`config.mk`:
```
export PLATFORM = sky130hd
export DESIGN_NAME = mul_fu_ctrl
export DESIGN_NICKNAME = d
export VERILOG_FILES = /design/src/rtl/mul_fu_ctrl.sv
export SDC_FILE = /design/constraint.sdc
export NUM_CORES = 1
export LEC_CHECK = 0
export ABC_AREA = 1
export CORE_MARGIN = 2
export CORE_UTILIZATION = 40
export CTS_CLUSTER_DIAMETER = 200
export DETAILED_ROUTE_END_ITERATION = 7
export GPL_TIMING_DRIVEN = 1
export PLACE_DENSITY = 0.79
export SLEW_MARGIN = 20
export SYNTH_ARGS = -nofsm -noshare
export SYNTH_HDL_FRONTEND = slang
export SYNTH_SLANG_ARGS = --single-unit
```
`constraint.sdc`:
```
create_clock -name clk -period 2.2 [get_ports clk]
set_input_delay 0.44 -clock clk [delete_from_list [all_inputs] [get_ports clk]]
set_output_delay 0.44 -clock clk [all_outputs]
set_load 0.05 [all_outputs]
```
`src/rtl/mul_fu_ctrl.sv`:
```
// Issue-side controller for the multi-cycle shift-add multiplier: decodes RV32M
// multiply ops, sequences the start/done handshake and returns tagged results on the CDB.
module mul_fu_ctrl #(
   parameter int unsigned WIDTH     = 32,
   parameter int unsigned ROB_IDX_W = 5,
   parameter int unsigned PREG_W    = 6
) (
   input  logic                   clk,
   input  logic                   rst,
   input  logic                   i_flush,
   input  logic                   i_iss_valid,
   output logic                   o_iss_ready,
   input  logic [2:0]             i_iss_funct3,
   input  logic [WIDTH-1:0]       i_iss_rs1_v,
   input  logic [WIDTH-1:0]       i_iss_rs2_v,
   input  logic [ROB_IDX_W-1:0]   i_iss_rob_idx,
   input  logic [PREG_W-1:0]      i_iss_pd,
   output logic                   o_mul_start,
   output logic [1:0]             o_mul_type,
   output logic [WIDTH-1:0]       o_mul_a,
   output logic [WIDTH-1:0]       o_mul_b,
   input  logic [2*WIDTH-1:0]     i_mul_p,
   input  logic                   i_mul_done,
   output logic                   o_cdb_valid,
   input  logic                   i_cdb_ready,
   output logic [ROB_IDX_W-1:0]   o_cdb_rob_idx,
   output logic [PREG_W-1:0]      o_cdb_pd,
   output logic [WIDTH-1:0]       o_cdb_data,
   output logic                   o_busy
);

   localparam int unsigned PW = 2 * WIDTH;

   localparam logic [1:0] MT_UU = 2'd0;
   localparam logic [1:0] MT_SS = 2'd1;
   localparam logic [1:0] MT_SU = 2'd2;

   typedef enum logic [2:0] {
      S_IDLE   = 3'd0,
      S_BUSY   = 3'd1,
      S_RESULT = 3'd2,
      S_DRAIN  = 3'd3,
      S_COOL   = 3'd4
   } state_t;

   state_t              r_state;
   logic                r_hi_sel;
   logic                r_used;
   logic                r_mul_start;
   logic [1:0]          r_mul_type;
   logic [WIDTH-1:0]    r_mul_a;
   logic [WIDTH-1:0]    r_mul_b;
   logic                r_cdb_valid;
   logic [ROB_IDX_W-1:0] r_cdb_rob_idx;
   logic [PREG_W-1:0]   r_cdb_pd;
   logic [WIDTH-1:0]    r_cdb_data;
   logic                r_busy;

   logic [1:0]          w_dec_type;
   logic                w_dec_hi;
   logic                w_accept;
   logic                w_zero;
   logic [WIDTH-1:0]    w_sel;

   // funct3 decode; funct3[2]=1 never reaches this unit and falls back to MUL
   always_comb begin
      w_dec_type = MT_UU;
      w_dec_hi   = 1'b0;
      case (i_iss_funct3)
         3'b001: begin w_dec_type = MT_SS; w_dec_hi = 1'b1; end
         3'b010: begin w_dec_type = MT_SU; w_dec_hi = 1'b1; end
         3'b011: begin w_dec_type = MT_UU; w_dec_hi = 1'b1; end
         default: ;
      endcase
   end

   assign o_iss_ready = (r_state == S_IDLE) && !i_flush;
   assign w_accept    = i_iss_valid && o_iss_ready;
   assign w_zero      = (i_iss_rs1_v == '0) || (i_iss_rs2_v == '0);
   assign w_sel       = r_hi_sel ? i_mul_p[PW-1:WIDTH] : i_mul_p[WIDTH-1:0];

   // Control FSM; flush takes priority over done and CDB grant
   always_ff @(posedge clk) begin
      if (rst) begin
         r_state       <= S_IDLE;
         r_hi_sel      <= 1'b0;
         r_used        <= 1'b0;
         r_mul_start   <= 1'b0;
         r_mul_type    <= MT_UU;
         r_mul_a       <= '0;
         r_mul_b       <= '0;
         r_cdb_valid   <= 1'b0;
         r_cdb_rob_idx <= '0;
         r_cdb_pd      <= '0;
         r_cdb_data    <= '0;
         r_busy        <= 1'b0;
      end else begin
         case (r_state)
            S_IDLE: begin
               if (w_accept) begin
                  r_mul_type    <= w_dec_type;
                  r_hi_sel      <= w_dec_hi;
                  r_mul_a       <= i_iss_rs1_v;
                  r_mul_b       <= i_iss_rs2_v;
                  r_cdb_rob_idx <= i_iss_rob_idx;
                  r_cdb_pd      <= i_iss_pd;
                  r_busy        <= 1'b1;
                  if (w_zero) begin
                     // zero operand: the product is known, skip the multiplier
                     r_used      <= 1'b0;
                     r_cdb_data  <= '0;
                     r_cdb_valid <= 1'b1;
                     r_state     <= S_RESULT;
                  end else begin
                     r_used      <= 1'b1;
                     r_mul_start <= 1'b1;
                     r_state     <= S_BUSY;
                  end
               end
            end
            S_BUSY: begin
               if (i_flush) begin
                  r_mul_start <= 1'b0;
                  r_state     <= i_mul_done ? S_COOL : S_DRAIN;
               end else if (i_mul_done) begin
                  r_mul_start <= 1'b0;
                  r_cdb_data  <= w_sel;
                  r_cdb_valid <= 1'b1;
                  r_state     <= S_RESULT;
               end
            end
            S_RESULT: begin
               if (i_flush || (r_cdb_valid && i_cdb_ready)) begin
                  r_cdb_valid <= 1'b0;
                  if (r_used) begin
                     r_state <= S_COOL;
                  end else begin
                     r_state <= S_IDLE;
                     r_busy  <= 1'b0;
                  end
               end
            end
            S_DRAIN: begin
               // killed op: let the multiplier finish, discard its product
               if (i_mul_done) r_state <= S_COOL;
            end
            S_COOL: begin
               r_state <= S_IDLE;
               r_busy  <= 1'b0;
            end
            default: begin
               r_state     <= S_IDLE;
               r_mul_start <= 1'b0;
               r_cdb_valid <= 1'b0;
               r_busy      <= 1'b0;
            end
         endcase
      end
   end

   assign o_mul_start   = r_mul_start;
   assign o_mul_type    = r_mul_type;
   assign o_mul_a       = r_mul_a;
   assign o_mul_b       = r_mul_b;
   assign o_cdb_valid   = r_cdb_valid;
   assign o_cdb_rob_idx = r_cdb_rob_idx;
   assign o_cdb_pd      = r_cdb_pd;
   assign o_cdb_data    = r_cdb_data;
   assign o_busy        = r_busy;

endmodule

```
==> flow_results.org <==
** Floorplanning
- Floorplan core area :: 13700 um^2
- Number of placed I/O pins :: 261
- Row generation in the floorplan step produced 43 rows.
- The die is 122 um wide.
- Die Area :: 14900 um^2
- Starting Density :: 40.6%
- In this run the vertical extent of the chip is 122 um.

** Setup path
- Setup crit start kind :: flop
- Critical path data required time :: 1760 ps
- The kind of cell with the highest combined delay along the critical path is buffers and inverters.
- For the worst flop-to-flop path, the logic depth is 12.
- The slowest stage of the critical path is the clkdlybuf4s50_1 cell.
- Arrival time reported for the critical path endpoint :: 1600 ps
- STA classifies the critical path endpoint as an output pin.
- The startpoint identified for the worst register-to-register timing path is r_state[2].
- Number of buffers and inverters on the critical path :: 1
- Slack of the worst reg-to-reg path :: 500 ps
- Crit path kind :: reg -> out
- End of the worst register-to-register path :: o_cdb_data[22]
- Walking the worst path, the cells encountered are clkdlybuf4s50_1.
- In this design, the stage delay of the slowest critical-path cell is 870 ps.
- In this run the number of cells on the critical path is 1.
- First element of the critical path :: o_mul_type[1]
- Of all nets on the critical path, the largest fanout is 2.
- The critical path ends at o_mul_type[1].

** Global routing
- Global-route wire length before repair :: 27100 um
- Routing usage on met3 :: 8.90%
- Summed over all layers, the global routing overflow is 0.
- Met1 global-route usage :: 27.5%
- In the global route stage, met2 resource usage came out at 37.8%.
- The number of global-route vias before repair came to 5664.
- Entering global routing, the biggest net connects 84 pins.
- Global routing usage summed across all routing layers :: 23.2%
- met2 is the most crowded layer.
- Initial antenna violation count :: 0

** Routing
- In this run the remaining antenna-violating nets after routing total 0.
- The first detailed-routing pass ran for 5 iterations.
- Drc violations :: 0
- Dividing the detail-routed via count by the number of cells gives 4.89.
- After detailed routing, the total wire length is 17800 um.
- Post-detailed-route wirelength per cell :: 14.3 um
- For this block, the via count after detailed routing is 6077.
- The first routing iteration left 326 violations.

** Synth
- Synth unique cells :: 25
- Library cell with the largest summed area after synthesis :: dfxtp_1
- YS warnings :: 0
- The number of nets handed over by synthesis was 957.
- Number of synthesized register bits :: 117
- Count of flip-flops with a built-in enable after synthesis :: 0
- Synthesized cell area :: 5570 um^2
- Yosys instantiated no cell more often than nand2_1.
- Area contributors post-synth :: dfxtp_1, nand2_1, a21oi_1
- Most common flop cell mapped by yosys :: dfxtp_1
- Avg Inst Size Synth :: 6.88 um^2
- Top-area cell type share of the netlist area :: 42.1%
- List of most frequent post-synthesis cells :: nand2_1, dfxtp_1, nor2_1
- Counting every instance in the synthesized netlist gives 809.
- Of all flip-flops after synthesis, the portion carrying an async set or reset was 0%.
- Sequential cells were found to cover 42.1% of the synthesized design area.

** Timing
- Hold timing on the final database bottoms out at a slack of 458 ps.
- Timing would allow up to 490 MHz.
- The clock arrives with 10.2 ps of skew.
- Unrepaired setup endpoints after global routing :: false
- Minimum period implied by the final worst setup slack :: 2040 ps
- The count of final max-slew check failures is 0.
- Worst-Margin Slew :: 592 ps
- The final critical path takes up 92.8% of the cycle.
- Final setup violation count :: 0
- After routing, the total negative slack on setup checks comes to 0 ps.
- Number of endpoints with negative hold slack in the final report :: 0
- Relative max-transition margin :: 60.4%

** Flow run
- The tool flagged a number of max-cap violations equal to 0.

** Cells and area
- In the final layout, flip-flops and latches occupy 2340 um^2.
- Cell Count, Final, Fillers Out :: 1243
- The post-route netlist has 10.9% of its cells at a drive strength greater than 1.
- The net count of the finished layout is 1198.
- The layout has 1188 filler cells.
- Growth of design area from synthesis to finish :: 61.4%
- The repair_antennas step left the layout with diodes totalling 0.
- Multi-input gate area in the final layout :: 2600 um^2

** Clock tree
- Clock sink count :: 117
- The cell sitting at the root of the clock tree is a clkbuf_16.
- After clock tree synthesis, the repair step resized 0 gates.
- In this run the post-CTS setup repair buffer count came out at 0.
- TritonCTS built the clock tree.
- Clock-pin slew was measured on the worst setup and hold paths at 60 ps.
- Number of buffers on the longest clock path :: 2
- In this run, CTS created clock tree buffers numbering 17.
- Clock latency at the later pin of the worst-skew pair :: 420 ps
- The number of hold buffers added after CTS was 0.
- Deepest level of the CTS H-tree :: 4

** Pwr
- For this design the ratio of total power to cell area is 863 nW/um^2.
- In this run the static leakage power is 3.60 nW.
- The worst-case IR drop observed on VDD is 0.000581 V.

** Outcome
- The run finished with clean final reports.

** Placement
- Counting tap cells, the placed design contains a total of 1211 instances.
- Count of buffers from port buffering :: 260
- Final GP Congestion :: 0.889
- Detail Placement HPWL :: 12600 um

** Min path
- Hold Crit Class :: reg -> reg
-- worst min-delay path: stages (launching register included) --
cell     delay [ps]
dfxtp_1         300
nand2_1          60
a21oi_1          50
-- worst min-delay path by stage --
stage | cells after the start | from | endpoint
floorplan | 2 | r_used | r_used
global placement | 2 | o_mul_a[8] | o_mul_a[8]
detailed placement | 2 | o_cdb_rob_idx[3] | o_cdb_rob_idx[3]
CTS | 2 | o_mul_b[17] | o_mul_b[17]
global route | 2 | o_mul_a[28] | o_mul_a[28]
finish | 2 | o_cdb_rob_idx[0] | o_cdb_rob_idx[0]
-- flip-flops by register name (all words and copies together), names as in the netlist, 2 cells and up --
signal and count:
o_cdb_pd 6, o_cdb_data 32, o_mul_b 32, o_mul_a 32, o_mul_type 2, r_state 3, o_cdb_rob_idx 5
-- per-layer routing --
layer / up-vias / share of wire [%]
met5: - / 0
met4: 0 / 2.0
met3: 22 / 9.9
met2: 229 / 46
met1: 2734 / 42
li1: 3092 / -
-- cell families after synthesis --
group                  after synthesis  synth area share [%]
AOI/OAI and AO/OA                  124                  12.7
and+or+nand+nor                    413                  33.9
buffers and inverters              155                  11.4
DFF                                117                  42.1
-- power breakdown --
part	internal [mW]	total (mW)	switching [mW]	leakage (nW)
Sequential	2.31	2.41	0.0971	0.953
Combinational	0.950	2.49	1.54	2.36
Clock	1.82	2.85	1.03	0.285
Total	5.08	7.76	2.68	3.60
-- metrics by stage --
step                      util, %  area (um^2)  power [mW]  setup WS (ps)
after global routing         65.5         8990        8.11           94.6
after floorplan                 -         5570        4.01            617
final                        65.5         8990        7.76            159
after global placement       61.0         8370        4.91          -10.8
after detailed placement     61.0         8370        4.94          -54.0
after CTS                    65.5         8990        7.82            126
-- cell type report --
| cell class | instances | share of cell area, % |
|---|---|---|
| tap | 180 | 2.51 |
| timing repair buffer | 279 | 31.5 |
| sequential | 117 | 26.1 |
| multi-input combinational | 537 | 29.0 |
| clock buffer | 18 | 4.89 |
| inverter | 98 | 4.09 |
| clock inverter | 14 | 1.96 |
-- layout by cell type, fill, tap and decap left out, drive strengths merged, types with 18 or more instances in the layout --
cell type and n:
clkbuf 18, buf 22, a21oi 86, clkdlybuf4s50 257
dfxtp 117, nand3 70, nor2 105, inv 99
nand4 37, nand2 160, or2 32, o211ai 32
(Power assumes the default switching activity.)
